## src/rtl/filter_pkg.sv

```systemverilog
// Shared definitions for the trapezoidal shaping filter: default widths and peak-detector states.
package filter_pkg;
    localparam int SIZE_ADC_DATA    = 12;
    localparam int SIZE_FILTER_DATA = 28;

    typedef enum logic [1:0] {
        IDLE  = 2'd0,
        ARMED = 2'd1,
        DONE  = 2'd2
    } peak_state_t;
endpackage

```

## src/rtl/delay_line.sv

```systemverilog
// Enable-gated shift register; delayed is the sample shifted in DEPTH enables ago.
// Asynchronous active-low clear empties the whole line.
module delay_line #(
    parameter int WIDTH = 12,
    parameter int DEPTH = 4
) (
    input  logic             clk,
    input  logic             reset,
    input  logic             en,
    input  logic [WIDTH-1:0] sample,
    output logic [WIDTH-1:0] delayed
);
    logic [DEPTH-1:0][WIDTH-1:0] taps;

    always_ff @(posedge clk or negedge reset) begin
        if (!reset) begin
            taps <= '0;
        end else if (en) begin
            taps[0] <= sample;
            for (int i = 1; i < DEPTH; i++) begin
                taps[i] <= taps[i-1];
            end
        end
    end

    assign delayed = taps[DEPTH-1];
endmodule

```

## src/rtl/trap_filter_param.sv

```systemverilog
// Trapezoidal pulse-shaping filter (4-stage pipeline, fixed 4-clock latency) with a
// threshold-armed peak detector reporting the pulse maximum and its time from arming.
module trap_filter_param #(
    parameter int SIZE_ADC_DATA    = filter_pkg::SIZE_ADC_DATA,
    parameter int SIZE_FILTER_DATA = filter_pkg::SIZE_FILTER_DATA,
    parameter int K_DELAY          = 13,
    parameter int L_DELAY          = 7,
    parameter int M_COEF           = 16,
    parameter int SIZE_TIME        = 8
) (
    input  logic                               clk,
    input  logic                               reset,
    input  logic                               in_valid,
    input  logic [SIZE_ADC_DATA-1:0]           input_data,
    input  logic signed [SIZE_FILTER_DATA-1:0] threshold,
    output logic signed [SIZE_FILTER_DATA-1:0] output_data,
    output logic                               out_valid,
    output logic signed [SIZE_FILTER_DATA-1:0] peak_value,
    output logic [SIZE_TIME-1:0]               peak_time,
    output logic                               peak_valid
);
    import filter_pkg::*;

    localparam int AW = SIZE_ADC_DATA;
    localparam int DW = SIZE_ADC_DATA + 2;
    localparam int FW = SIZE_FILTER_DATA;
    localparam logic signed [FW-1:0] M_S = FW'(M_COEF);

    logic [AW-1:0]        tap_k, tap_l, tap_kl;
    logic signed [DW-1:0] d_next, d1;
    logic signed [FW-1:0] d_ext, p2, d2, r3;
    logic                 v1, v2, v3;

    delay_line #(.WIDTH(AW), .DEPTH(K_DELAY)) u_dl_k (
        .clk(clk), .reset(reset), .en(in_valid), .sample(input_data), .delayed(tap_k)
    );
    delay_line #(.WIDTH(AW), .DEPTH(L_DELAY)) u_dl_l (
        .clk(clk), .reset(reset), .en(in_valid), .sample(input_data), .delayed(tap_l)
    );
    delay_line #(.WIDTH(AW), .DEPTH(K_DELAY + L_DELAY)) u_dl_kl (
        .clk(clk), .reset(reset), .en(in_valid), .sample(input_data), .delayed(tap_kl)
    );

    // Two guard bits make the four-term difference exact for unsigned samples.
    assign d_next = $signed({2'b00, input_data}) - $signed({2'b00, tap_k})
                  - $signed({2'b00, tap_l})      + $signed({2'b00, tap_kl});
    assign d_ext  = {{(FW-DW){d1[DW-1]}}, d1};

    always_ff @(posedge clk or negedge reset) begin
        if (!reset) begin
            v1          <= 1'b0;
            v2          <= 1'b0;
            v3          <= 1'b0;
            out_valid   <= 1'b0;
            d1          <= '0;
            p2          <= '0;
            d2          <= '0;
            r3          <= '0;
            output_data <= '0;
        end else begin
            v1        <= in_valid;
            v2        <= v1;
            v3        <= v2;
            out_valid <= v3;
            if (in_valid) d1 <= d_next;
            if (v1) begin
                p2 <= p2 + d_ext;
                d2 <= d_ext;
            end
            if (v2) r3 <= p2 + M_S * d2;
            if (v3) output_data <= output_data + r3;
        end
    end

    peak_state_t           state, state_next;
    logic signed [FW-1:0]  pk_max, max_next, pv_next;
    logic [SIZE_TIME-1:0]  cnt, cnt_next, cnt_inc, cand, cand_next, pt_next;
    logic                  pkv_next;

    assign cnt_inc = (cnt == '1) ? cnt : cnt + 1'b1;

    always_comb begin
        state_next = state;
        max_next   = pk_max;
        cnt_next   = cnt;
        cand_next  = cand;
        pv_next    = peak_value;
        pt_next    = peak_time;
        pkv_next   = 1'b0;
        case (state)
            IDLE: begin
                if (out_valid && (output_data > threshold)) begin
                    state_next = ARMED;
                    max_next   = output_data;
                    cnt_next   = '0;
                    cand_next  = '0;
                end
            end
            ARMED: begin
                if (out_valid) begin
                    if (output_data <= threshold) begin
                        state_next = DONE;
                        pv_next    = pk_max;
                        pt_next    = cand;
                        pkv_next   = 1'b1;
                    end else begin
                        cnt_next = cnt_inc;
                        // Strict compare keeps the first index of a flat top.
                        if (output_data > pk_max) begin
                            max_next  = output_data;
                            cand_next = cnt_inc;
                        end
                    end
                end
            end
            DONE:    state_next = IDLE;
            default: state_next = IDLE;
        endcase
    end

    always_ff @(posedge clk or negedge reset) begin
        if (!reset) begin
            state      <= IDLE;
            pk_max     <= '0;
            cnt        <= '0;
            cand       <= '0;
            peak_value <= '0;
            peak_time  <= '0;
            peak_valid <= 1'b0;
        end else begin
            state      <= state_next;
            pk_max     <= max_next;
            cnt        <= cnt_next;
            cand       <= cand_next;
            peak_value <= pv_next;
            peak_time  <= pt_next;
            peak_valid <= pkv_next;
        end
    end
endmodule

```

## config.mk

```make
export PLATFORM = sky130hd
export DESIGN_NAME = trap_filter_param
export DESIGN_NICKNAME = d
export VERILOG_FILES = /design/src/rtl/filter_pkg.sv /design/src/rtl/delay_line.sv /design/src/rtl/trap_filter_param.sv
export SDC_FILE = /design/constraint.sdc
export NUM_CORES = 1
export LEC_CHECK = 0
export CAP_MARGIN = 0
export CORE_MARGIN = 5
export CORE_UTILIZATION = 61
export DETAILED_ROUTE_END_ITERATION = 8
export PLACE_DENSITY = 0.79
export SLEW_MARGIN = 20
export SYNTH_ARGS = -nofsm -noshare
export SYNTH_HDL_FRONTEND = slang
export SYNTH_SLANG_ARGS = --single-unit
```

## constraint.sdc

```tcl
create_clock -name clk -period 5.5 [get_ports clk]
set_input_delay 1.1 -clock clk [delete_from_list [all_inputs] [get_ports clk]]
set_output_delay 1.1 -clock clk [all_outputs]
set_load 0.005 [all_outputs]
```

Yosys cells after proc, flatten, opt, wreduce, memory -nomap -nowiden
Cells that the tools add are included.
Word-level totals
  bits in registers: 439
  output and inout bits: 66
  logic and storage cells: 81
  input bits: 43
Cells by class
  equal/unequal tests: 7
  reduce and logical (&&, ||, !) cells: 7
  mux-type cells: 21
  $lt $le $gt $ge: 3
  add/subtract/negate cells: 7
Operator list (count)
  28-bit 2-to-1 mux: 4
  28-bit > comparator: 2
  8-bit 2-to-1 mux: 7
  28-bit case mux with 2 select lines: 1
  8-bit case mux with 2 select lines: 2
  28-bit by 14-bit adder with 28-bit output: 1
  28-bit by 18-bit adder with 28-bit output: 1
  28-bit adder: 1
  28-bit less-or-equal comparator: 1
  14-bit by 13-bit adder with 14-bit output: 1
  13-bit by 13-bit subtractor with 14-bit output: 1
  12-bit by 12-bit subtractor with 13-bit output: 1
  2-bit != test (second input constant): 5
  8-bit by 1-bit adder with 8-bit output (second input constant): 1
  8-bit equality test (second input constant): 1
  2-bit 2-to-1 mux: 3
  3-bit AND reduction: 2
  5-bit AND reduction: 1
  2-bit case mux with 2 select lines: 1
  4-bit AND reduction: 1
  1-bit 2-to-1 mux: 3
  2-bit by 1-bit equality test with 1-bit output (second input constant): 1
  2-bit zero test: 1
  2-bit nonzero test: 1
  1-bit logical AND: 1

Depth between registers and ports, before layout
Gate-level depths: netlist of the first run.
  depth in word-level cells: 6
  mapped depth: 19
  mapped depth without buffers: 19

Modules after synthesis
From an unflattened synthesis of the first run, not the netlist that was laid out.
Unflattened totals
  cells, all modules: 2444
  area, all modules: 33383.3 µm²
Modules (own cells, without submodules)
  trap_filter_param: cells each 1395, instances 1, seq. area each 4979.8 µm², area an instance 13974.7 µm²
  delay_line (u_dl_kl): cells each 519, instances 1, seq. area each 6005.8 µm², area an instance 10020.9 µm²
  delay_line (u_dl_k): cells each 341, instances 1, seq. area each 3903.7 µm², area an instance 5935.7 µm²
  delay_line (u_dl_l): cells each 189, instances 1, seq. area each 2102.0 µm², area an instance 3452.1 µm²

Least setup slack after synthesis of the first run
Ideal clock, no wire load.
  kind: input port to flip-flop
  start point: input input_data[0]
  end point: register d1[11]
  path slack: 394 ps
  cell stages on the path: 19
  buffers on the path: 0
  library setup time: 125 ps
  arrival time: 4981 ps
  data required time: 5375 ps
  cells stage by stage: inv_1 ha_1 fa_1 nor2b_1 o21ai_0 a21boi_0 o21ai_0 a21boi_0 o21ai_0 nor2b_1 xnor2_1 fa_1 ha_1 and3_1 a2111oi_0 o21bai_1 a21oi_1 xnor2_1 mux2_2
Between the ends
  cells in the longest elaborated chain, start to end: 3
Ends and longest elaborated chain
  from (decl): RTL line trap_filter_param.sv:14  | input logic [SIZE_ADC_DATA-1:0] input_data,
  12-bit by 12-bit subtractor with 13-bit output: RTL line trap_filter_param.sv:45  | assign d_next = $signed({2'b00, input_data}) - $signed({2'b00, tap_k})
  13-bit by 13-bit subtractor with 14-bit output: RTL line trap_filter_param.sv:46  | - $signed({2'b00, tap_l}) + $signed({2'b00, tap_kl});
  14-bit by 13-bit adder with 14-bit output: RTL line trap_filter_param.sv:46
  to (signal assigned): RTL line trap_filter_param.sv:65  | if (in_valid) d1 <= d_next;
  to (decl): RTL line trap_filter_param.sv:30  | logic signed [DW-1:0] d_next, d1;
Every way passes these cells.
A chain may end at the register's enable or synchronous reset.

Final worst setup path of the first run
Ends and elaborated chain as after synthesis.

==> out/qor.csv, run 1 <==
metric,value,unit
Worst Setup SP,input_data[0],
Least-Margin Pin Slew,932,ps
cells on worst reg2reg path,19,
Hold Crit Class,reg -> reg,
top cell type's share of synthesized area,48.4,%
CP max stage cell,clkdlybuf4s50_1,
number of synthesized flops with an enable pin,0,
Synth Warn #,0,
post-synth cell types,68,
r2r endpoint,d1[11]$_DFFE_PN0P_,
htree depth,2,
Detail Placement HPWL,32500,um
initial antenna violation count,0,
Seq pwr share,30.1,%
critical path arrival,5630,ps
CTS Root Cell,clkbuf_16,
CP cell instances,clkdlybuf4s50_1 -> inv_1 -> ha_1 -> fa_1 -> nor2b_1 -> o21ai_0 -> a21boi_1 -> o21ai_0 -> a21boi_1 -> o21ai_0 -> nor2b_1 -> xnor2_1 -> fa_1 -> ha_1 -> and3_1 -> a2111oi_1 -> buf_4 -> o21bai_1 -> a21oi_2 -> xnor2_1 -> mux2_2,
worst reg2reg setup slack,940,ps
Yosys top cell by area,dfrtp_1,
fin crit period,5170,ps
GR Overflow Total,0,
I/O Pins,109,
internal power,11.8,mW
Power Density,734,mW/mm^2
vias in the first global route,15200,
CTS tree,yes,
GRT Total Usage,22.4,%
die area,0.0412,mm^2
CTS Buf Count,46,
Clock Latency Late Sink,580,ps
skew final,16.0,ps
GPL Wtd Cong,0.872,
First-pass DRT Iterations,5,
Comb pwr share,52.8,%
fin crit share,94.1,%
max frequency,193,MHz
Clk network pwr share,17.1,%
predominant post-synthesis flop cell,dfrtp_1,
Crit path max-delay family,compound AO/OA/AOI/OAI gates,
CP peak stage delay,480,ps
WL/cell,17.8,um
drt initial violations,806,
DRC violations left,0,
first-pass GRT wire length,76500,um
drt total wl,45100,um
Setup-failing EPs final,0,
DP Worst Slack,-410,ps
Switching Share,38.0,%
Die H,203,um
#FFs+latches synth,439,
Post-Synthesis Cells,1915,
status,"finished, final reports clean",
"critical path fanouts, max",4,
share of layout cells above drive strength 1,23.6,%
Async SR Flop Fraction,100,%
CP Buf/Inv Count,3,
CTS max path bufs,3,
synthesis-to-finish area growth,14.5,%
Fin Setup TNS,0,ps
slack of the critical path,326,ps
Tot Pwr,19.1,mW
CP startpoint kind,primary input,
diode count,0,
Clock transition at path regs,60,ps
most frequent cells in the layout,"dfrtp_1, mux2_2, ha_1, inv_1, clkdlybuf4s50_1",
Crit. path cell count,21,
Via density,5.81,
Sink Count,439,
CP endpoint,d1[11]$_DFFE_PN0P_,
Post-DRT Antenna Nets,0,
pin count of the biggest net entering global routing,141,
VDD IR-drop max,0.410,mV
via count,14700,
Post-Syn Area,0.0227,mm^2
Max transition margin,37.9,%
Crit path required time,5950,ps
Mapped Nets,2134,
# rows,70,
# hold bufs at CTS,0,
critical path type,in -> reg,
Initial Utilization,61.9,%
Max-cap violations,0,
chip width,203,um
PortBufs,108,
Reg-to-Reg Start,u_dl_kl.taps[144]$_DFFE_PN0P_,
nets,2252,
mean area per synthesized cell,11.9,um^2
"commonest non-fill, non-tap cell in the layout",dfrtp_1,
register area share after synthesis,48.4,%
Max Slew Vio Count,0,
Synth area leaders,"dfrtp_1, mux2_2, ha_1",
Hold Fails Final Rpt,0,
core area,0.0367,mm^2
switching power,7.25,mW
most frequent cell on the critical path,o21ai_0,
CP Capture Type,register,
Layout fillers,2536,
LEAKAGE,12.0,nW
==> worst min path at each step <==
stage | start | end | slack [ps] | depth (start not counted)
after floorplan | v3$_DFF_PN0_ | out_valid$_DFF_PN0_ | 350 | 0
after global placement | u_dl_k.taps[134]$_DFFE_PN0P_ | u_dl_kl.taps[146]$_DFFE_PN0P_ | 460 | 2
after detailed placement | u_dl_k.taps[69]$_DFFE_PN0P_ | u_dl_k.taps[81]$_DFFE_PN0P_ | 470 | 2
after CTS | u_dl_k.taps[134]$_DFFE_PN0P_ | u_dl_kl.taps[146]$_DFFE_PN0P_ | 480 | 2
after global routing | u_dl_k.taps[135]$_DFFE_PN0P_ | u_dl_kl.taps[147]$_DFFE_PN0P_ | 500 | 2
final | u_dl_k.taps[134]$_DFFE_PN0P_ | u_dl_kl.taps[146]$_DFFE_PN0P_ | 470 | 2
==> repair_timing <==
action                                  4_1_cts  5_1_grt
gates resized for setup                       0        4
setup buffers                                 0        0
endpoints found under the setup margin        0        4
==> power groups by stage <==
| stage | Clock, mW | Sequential (mW) | Combinational [mW] |
|---|---|---|---|
| 2_1_floorplan | 0 | 5.36 | 7.62 |
| 3_3_place_gp | 0 | 5.73 | 9.52 |
| 3_5_place_dp | 0 | 5.81 | 9.93 |
| 4_1_cts | 3.35 | 5.76 | 10.1 |
| 5_1_grt | 3.48 | 5.92 | 11.3 |
| 6_report | 3.26 | 5.75 | 10.1 |
==> cells in the mapped netlist (3+ instances only) <==
cell and number:
nor2_1 75, nor2b_1 21, nand4_1 21, o211ai_1 9, o21ai_0 87, nand3b_1 3
buf_2 5, or2_2 7, nor4_1 5, ha_1 160, clkbuf_1 53, nor3_1 15
and4_1 4, inv_1 121, fa_1 16, o31a_1 3, dfrtp_1 439, nand3_1 22
a22o_1 4, xor2_1 25, a21oi_1 98, xnor2_1 59, nand2_1 88, o41ai_1 3
o21bai_1 12, and3_1 13, nand2b_1 6, and2_1 5, a211o_1 3, mux2_2 372
mux2i_1 8, a21o_1 51, a21boi_0 9, nand4b_1 3, a31oi_1 13, a2111oi_0 4
buf_4 3, or3_1 4, a211oi_1 18, o21a_1 9
==> worst register-to-register path, delay by kind of cell, from the launching register on <==
kind	cells	cell delay (ps)
compound gates	8	1460
fa+ha+maj	4	1420
simple gates	3	440
flops	1	430
mux	1	260
xor+xnor	2	240
buf+inv	1	190
==> area by class of cell <==
cell class | instances | area, um^2 | share of cell area [%]
Clock buffer | 72 | 1410 | 5.42
Clock inverter | 12 | 210 | 0.809
Inverter | 123 | 462 | 1.78
Multi-Input combinational cell | 1290 | 11000 | 42.4
Sequential cell | 439 | 11000 | 42.3
Tap cell | 468 | 586 | 2.25
Timing Repair Buffer | 133 | 1330 | 5.11
==> sequential cells by signal, indices dropped and copies added (netlist names), 12 cells and up <==
signal	count
u_dl_k.taps	120
u_dl_kl.taps	84
output_data	28
p2	28
peak_value	28
pk_max	28
r3	28
u_dl_l.taps	24
d1	14
d2	14
u_dl_kl.delayed	12
==> cell families after synthesis <==
kind of cell	Yosys count	synth area share [%]
AOI/OAI and AO/OA	353	9.87
xor gates and xnor gates	84	3.24
adders and majority gates	176	10.2
buffers and inverters	186	3.15
DFF	439	48.4
muxes	380	18.8
and+or+nand+nor	297	6.32
==> metrics by stage <==
stage | instances | cell area [um^2] | util [%] | hold slack (ps)
after CTS | 2537 | 26000 | 70.8 | 478
after global routing | 2537 | 26000 | 70.8 | 496
after detailed placement | 2453 | 24400 | 66.4 | 466
after floorplan | 1915 | 22700 | - | 352
after global placement | 2453 | 24400 | 66.4 | 457
final | 2537 | 26000 | 70.8 | 474
==> routing by layer <==
metal  GRT usage (%)  wire length, um
met3            3.31             1470
met4            7.71             1300
met5               0                0
met1            28.3            19100
met2            39.6            23200
(Power assumes the default switching activity.)
==> run 2, diff against run 1 <==
CORE_UTILIZATION = 60   (was 61)
GPL_ROUTABILITY_DRIVEN = 0   (was unset)
PLACE_DENSITY = 0.77   (was 0.79)
==> run 2 against run 1 <==
Against the previous run:
- sequential cell count unchanged
- critical path type unchanged
- maximum frequency rose by 1.1%
- critical path depth unchanged
- final area is 0.29% lower
- sequential power is essentially flat
- global-route usage fell by 0.19 points
- cell count rose by 1.6%
- routed wire length grew 0.48%
- first-iteration DRC count down 12%
==> out/qor.csv, run 2 (synthesis gave the netlist of run 1 again) <==
metric,value,unit,change
status,"finished, final reports clean",,unchanged
Initial Utilization,60.6,%,was 61.9%
busiest grt layer,met2,,unchanged
PortBufs,108,,unchanged
Clock transition at path regs,60,ps,about the same
GRT Total Usage,22.2,%,was 22.4%
area of the multi-input gates,0.0110,mm^2,unchanged
initial antenna violation count,0,,unchanged
synthesis-to-finish area growth,14.2,%,was 14.5%
LEAKAGE,11.9,nW,was 12.0 nW
switching power,7.27,mW,was 7.25 mW
drt total wl,45300,um,was 45100 um
biggest regs,"u_dl_k.taps (120), u_dl_kl.taps (84)",,unchanged
fin crit share,93.0,%,was 94.1%
grt met3 use,3.31,%,about the same
"commonest non-fill, non-tap cell in the layout",dfrtp_1,,unchanged
Switching Share,38.4,%,was 38.0%
Setup-failing EPs final,0,,unchanged
"critical path fanouts, max",4,,unchanged
fin crit period,5120,ps,was 5170 ps
Comb pwr share,53.5,%,was 52.8%
Die H,205,um,was 203 um
post-placement cell area,0.0244,mm^2,about the same
pin count of the biggest net entering global routing,150,,was 141
# rows,71,,was 70
Hold Crit Class,reg -> reg,,unchanged
critical path type,in -> reg,,unchanged
Hold Fails Final Rpt,0,,unchanged
Clk network pwr share,16.1,%,was 17.1%
slack of the critical path,384,ps,was 326 ps
CTS Root Cell,clkbuf_16,,unchanged
Least-Margin Pin Slew,833,ps,was 932 ps
WL/cell,17.6,um,was 17.8 um
Largest Register,u_dl_k.taps,,unchanged
diode count,0,,unchanged
Max-cap violations,0,,unchanged
most frequent cells in the layout,"dfrtp_1, mux2_2, ha_1, inv_1, clkdlybuf4s50_1",,unchanged
nets,2253,,was 2252
die area,0.0418,mm^2,was 0.0412 mm^2
CTS max path bufs,3,,unchanged
via count,14600,,was 14700
max reg flops,120,,unchanged
Post-DRT Antenna Nets,0,,unchanged
Seq pwr share,30.4,%,was 30.1%
Detail Placement HPWL,32400,um,was 32500 um
chip width,205,um,was 203 um
core area,0.0375,mm^2,was 0.0367 mm^2
Sink Count,439,,unchanged
Max Slew Vio Count,0,,unchanged
RSZ-0062 raised after global routing,false,,
skew final,26.3,ps,was 16.0 ps
Via density,5.68,,was 5.81
htree depth,2,,unchanged
Power Density,731,mW/mm^2,was 734 mW/mm^2
CP startpoint kind,primary input,,unchanged
Max transition margin,44.5,%,was 37.9%
first-pass GRT wire length,76400,um,was 76500 um
DP Worst Slack,-340,ps,was -410 ps
sequential standard cell area,0.0110,mm^2,unchanged
M1 GR Usage,27.8,%,was 28.3%
CTS tree,yes,,unchanged
Layout fillers,2718,,was 2536
Clock Latency Late Sink,580,ps,about the same
First-pass DRT Iterations,4,,was 5
number of setup buffers added after CTS,0,,unchanged
CP Capture Type,register,,unchanged
VDD IR-drop max,0.420,mV,was 0.410 mV
drt initial violations,708,,was 806
max frequency,195,MHz,was 193 MHz
grt met2 use,39.0,%,was 39.6%
Crit path required time,5970,ps,was 5950 ps
Final Cell Area,0.0259,mm^2,was 0.0260 mm^2
critical path arrival,5580,ps,was 5630 ps
I/O Pins,109,,unchanged
DRC violations left,0,,unchanged
GR Overflow Total,0,,unchanged
CTS Buf Count,46,,unchanged
share of layout cells above drive strength 1,23.6,%,about the same
vias in the first global route,15300,,was 15200
internal power,11.7,mW,was 11.8 mW
-- run 2: changes by cell type in the layout (fill, tap and decap cells not counted), moves of 2 or more --
| cell | change |
|---|---|
| clkinv_2 | +4 |
| bufinv_16 | -3 |
| clkbuf_8 | -3 |
| buf_4 | +2 |
| clkbuf_1 | -2 |
-- run 2: layer usage --
layer	share of wire (%)	routed length [um]
met1	42	19200
met3	3.6	1620
met2	50	22900
met4	3.5	1610
met5	0	0
-- run 2: power by group through the flow --
stage          combinational (mW)  clock [mW]  sequential [mW]
2_1_floorplan                7.62           0             5.36
3_3_place_gp                 9.61           0             5.75
3_5_place_dp                 10.0           0             5.82
4_1_cts                      10.1        3.13             5.78
5_1_grt                      11.4        3.26             5.94
6_report                     10.1        3.05             5.76
-- run 2: final timing paths --
check,start,end,slack (ps),cells past startpoint
max reg2reg,u_dl_kl.taps[144]$_DFFE_PN0P_,d1[11]$_DFFE_PN0P_,1010,19
max in group asynchronous,reset,u_dl_kl.taps[145]$_DFFE_PN0P_,3630,2
max,input_data[0],d1[11]$_DFFE_PN0P_,380,21
min reg2reg,r3[8]$_DFFE_PN0P_,r3[8]$_DFFE_PN0P_,480,1
min,r3[8]$_DFFE_PN0P_,r3[8]$_DFFE_PN0P_,480,1
min in group asynchronous,reset,peak_valid$_DFF_PN0_,590,1
-- run 2: timing repair --
action                                  in CTS  in global routing
gates resized for setup                      0                  4
endpoints found under the setup margin       0                  2
hold buffers                                 0                  0
-- run 2: layout make-up --
class | instances | area share (%)
inverter | 123 | 1.78
tap | 511 | 2.47
sequential | 439 | 42.4
clock inverter | 14 | 0.613
multi-input combinational | 1290 | 42.5
clock buffer | 66 | 5.16
timing repair buffer | 134 | 5.11
-- run 2: critical path, stage by stage --
cell and delay, ps:
clkdlybuf4s50_1 480, inv_1 50, ha_1 220, fa_1 390, nor2b_1 120, o21ai_0 130
a21boi_1 200, o21ai_0 130, a21boi_1 210, o21ai_0 120, nor2b_1 150, xnor2_1 170
fa_1 440, ha_1 340, and3_1 160, a2111oi_1 390, buf_4 180, o21bai_1 70
a21oi_2 190, xnor2_1 80, mux2_2 250
-- run 2: per-stage QoR --
stage	cells	hold slack, ps	util (%)	setup TNS [ps]	power [mW]
final	2577	479	69.1	0	19.0
after global routing	2577	507	69.1	0	20.6
after CTS	2577	486	69.1	0	19.0
after detailed placement	2497	468	65.1	-881	15.8
after global placement	2497	461	65.1	-603	15.4
after floorplan	1915	352	-	0	13.0
==> run 3, diff against run 2 <==
CAP_MARGIN = unset   (was 0)
clock period = 6.48 ns   (was 5.5 ns; I/O delays follow)
==> run 3 against run 2 <==
Against the previous run:
- core utilization shrank 0.51 points
- combinational power shrank 16%
- clock power shrank 18%
- critical path type unchanged
==> out/qor.csv, run 3 (synthesis gave the netlist of run 1 again) <==
metric,value,unit,change
status,"finished, final reports clean",,unchanged
GR Overflow Total,0,,unchanged
max frequency,173,MHz,
Setup-failing EPs final,0,,unchanged
Layout fillers,2755,,was 2718
Comb pwr share,53.3,%,was 53.5%
Clock transition at path regs,60,ps,about the same
CTS Root Cell,clkbuf_16,,unchanged
critical path arrival,6230,ps,was 5580 ps
I/O Pins,109,,unchanged
GRT Total Usage,21.8,%,was 22.2%
non-filler cells in the finished layout,2559,,was 2577
First-pass DRT Iterations,5,,was 4
number of setup buffers added after CTS,0,,unchanged
critical path type,in -> reg,,unchanged
Least-Margin Pin Slew,891,ps,was 833 ps
vias in the first global route,15200,,was 15300
"commonest non-fill, non-tap cell in the layout",dfrtp_1,,unchanged
chip width,205,um,unchanged
nets,2238,,was 2253
Initial Utilization,60.6,%,unchanged
die area,0.0418,mm^2,unchanged
Clock Latency Late Sink,560,ps,was 580 ps
VDD IR-drop max,0.396,mV,was 0.420 mV
Hold Path Stages,2,,was 1
core area,0.0375,mm^2,unchanged
Seq pwr share,30.9,%,was 30.4%
CP Capture Type,register,,unchanged
skew final,24.4,ps,was 26.3 ps
biggest regs,"u_dl_k.taps (120), u_dl_kl.taps (84)",,unchanged
drt total wl,44600,um,was 45300 um
diode count,0,,unchanged
fin crit period,5780,ps,
worst reg2reg setup slack,1490,ps,was 1010 ps
initial antenna violation count,0,,unchanged
Sink Count,439,,unchanged
via count,14700,,was 14600
PortBufs,108,,unchanged
CTS max path bufs,3,,unchanged
CP startpoint kind,primary input,,unchanged
min-delay src,u_dl_k.taps[138]$_DFFE_PN0P_,,was r3[8]$_DFFE_PN0P_
cells on worst reg2reg path,19,,unchanged
DRC violations left,0,,unchanged
Max-cap violations,0,,unchanged
internal power,9.70,mW,was 11.7 mW
Power Density,615,mW/mm^2,was 731 mW/mm^2
WL/cell,17.4,um,was 17.6 um
Reg-to-Reg Start,u_dl_kl.taps[144]$_DFFE_PN0P_,,unchanged
Clk network pwr share,15.8,%,was 16.1%
drt initial violations,751,,was 708
first-pass GRT wire length,75500,um,was 76400 um
max reg flops,120,,unchanged
Detail Placement HPWL,31700,um,was 32400 um
CTS tree,yes,,unchanged
Max transition margin,40.6,%,was 44.5%
Post-CTS Resized,0,,unchanged
Via density,5.73,,was 5.68
Switching Share,38.7,%,was 38.4%
Die H,205,um,unchanged
most frequent cells in the layout,"dfrtp_1, mux2_2, ha_1, inv_1, clkdlybuf4s50_1",,unchanged
CTS Buf Count,45,,was 46
share of layout cells above drive strength 1,22.7,%,was 23.6%
Fin Setup TNS,0,ps,unchanged
Hold Fails Final Rpt,0,,unchanged
Largest Register,u_dl_k.taps,,unchanged
Hold Path End,u_dl_kl.taps[150]$_DFFE_PN0P_,,was r3[8]$_DFFE_PN0P_
# hold bufs at CTS,0,,unchanged
"critical path fanouts, max",5,,was 4
switching power,6.12,mW,was 7.27 mW
Post-DRT Antenna Nets,0,,unchanged
pin count of the biggest net entering global routing,168,,was 150
synthesis-to-finish area growth,13.3,%,was 14.2%
Placed Instances,2483,,was 2497
LEAKAGE,11.8,nW,was 11.9 nW
r2r endpoint,d1[11]$_DFFE_PN0P_,,unchanged
Max Slew Vio Count,0,,unchanged
RSZ-0062 raised after global routing,false,,unchanged
Hold Crit Class,reg -> reg,,unchanged
# rows,71,,unchanged
htree depth,2,,unchanged
Crit path required time,6930,ps,was 5970 ps
fin crit share,89.2,%,
==> run 3: cell count changes in the layout (fill, tap and decap cells not counted), sizes merged <==
cell    change
buf        -14
clkbuf      -2
clkinv      -2
==> run 3: metrics by stage <==
stage	setup slack (ps)	power [mW]	hold WS [ps]	utilization (%)	instance area (um^2)
6_report	700	15.8	478	68.6	25700
2_1_floorplan	1180	11.0	352	-	22700
4_1_cts	753	15.9	484	68.6	25700
5_1_grt	415	17.1	504	68.6	25700
3_5_place_dp	193	13.3	467	64.9	24300
3_3_place_gp	401	12.9	459	64.9	24300
==> run 3: how the worst max path moves through the flow <==
stage	start	end	slack, ps
global placement	input_data[0]	d1[11]$_DFFE_PN0P_	400
global route	input_data[0]	d1[11]$_DFFE_PN0P_	410
finish	input_data[0]	d1[11]$_DFFE_PN0P_	700
CTS	input_data[0]	d1[11]$_DFFE_PN0P_	750
detailed placement	input_data[0]	d1[11]$_DFFE_PN0P_	190
floorplan	input_data[0]	d1[11]$_DFFE_PN0P_	1180
==> run 3: cell type report <==
| cell class | instances | area, um^2 | area share [%] |
|---|---|---|---|
| Clock buffer | 64 | 1270 | 4.93 |
| Tap cell | 511 | 639 | 2.48 |
| Inverter | 123 | 462 | 1.79 |
| Clock inverter | 12 | 146 | 0.569 |
| Multi-Input combinational cell | 1290 | 11000 | 42.8 |
| Sequential cell | 439 | 11000 | 42.7 |
| Timing Repair Buffer | 120 | 1220 | 4.74 |
==> run 3: power by group through the flow <==
stage                     logic (mW)  registers, mW  clock network [mW]
after floorplan                 6.47           4.55                   0
after global placement          8.03           4.88                   0
after detailed placement        8.34           4.94                   0
after CTS                       8.44           4.90                2.56
after global routing            9.42           5.03                2.68
final                           8.44           4.88                2.50
==> run 3: worst max-delay path, cell delays in order <==
cell and delay, ps:
clkdlybuf4s50_1 470, inv_1 50, ha_1 210, fa_1 410, nor2b_1 120, o21ai_0 120, a21boi_0 270, o21ai_0 160
a21boi_0 280, o21ai_0 140, nor2b_1 160, xnor2_1 190, fa_1 470, ha_1 380, and3_1 180, a2111oi_0 430
buf_4 200, o21bai_1 70, a21oi_1 260, xnor2_1 100, mux2_2 270
==> run 3: routing by layer <==
metal	track usage, %	part of all wire (%)
met5	0	0
met1	27.9	43
met4	6.87	3.0
met3	2.79	3.3
met2	38.7	51
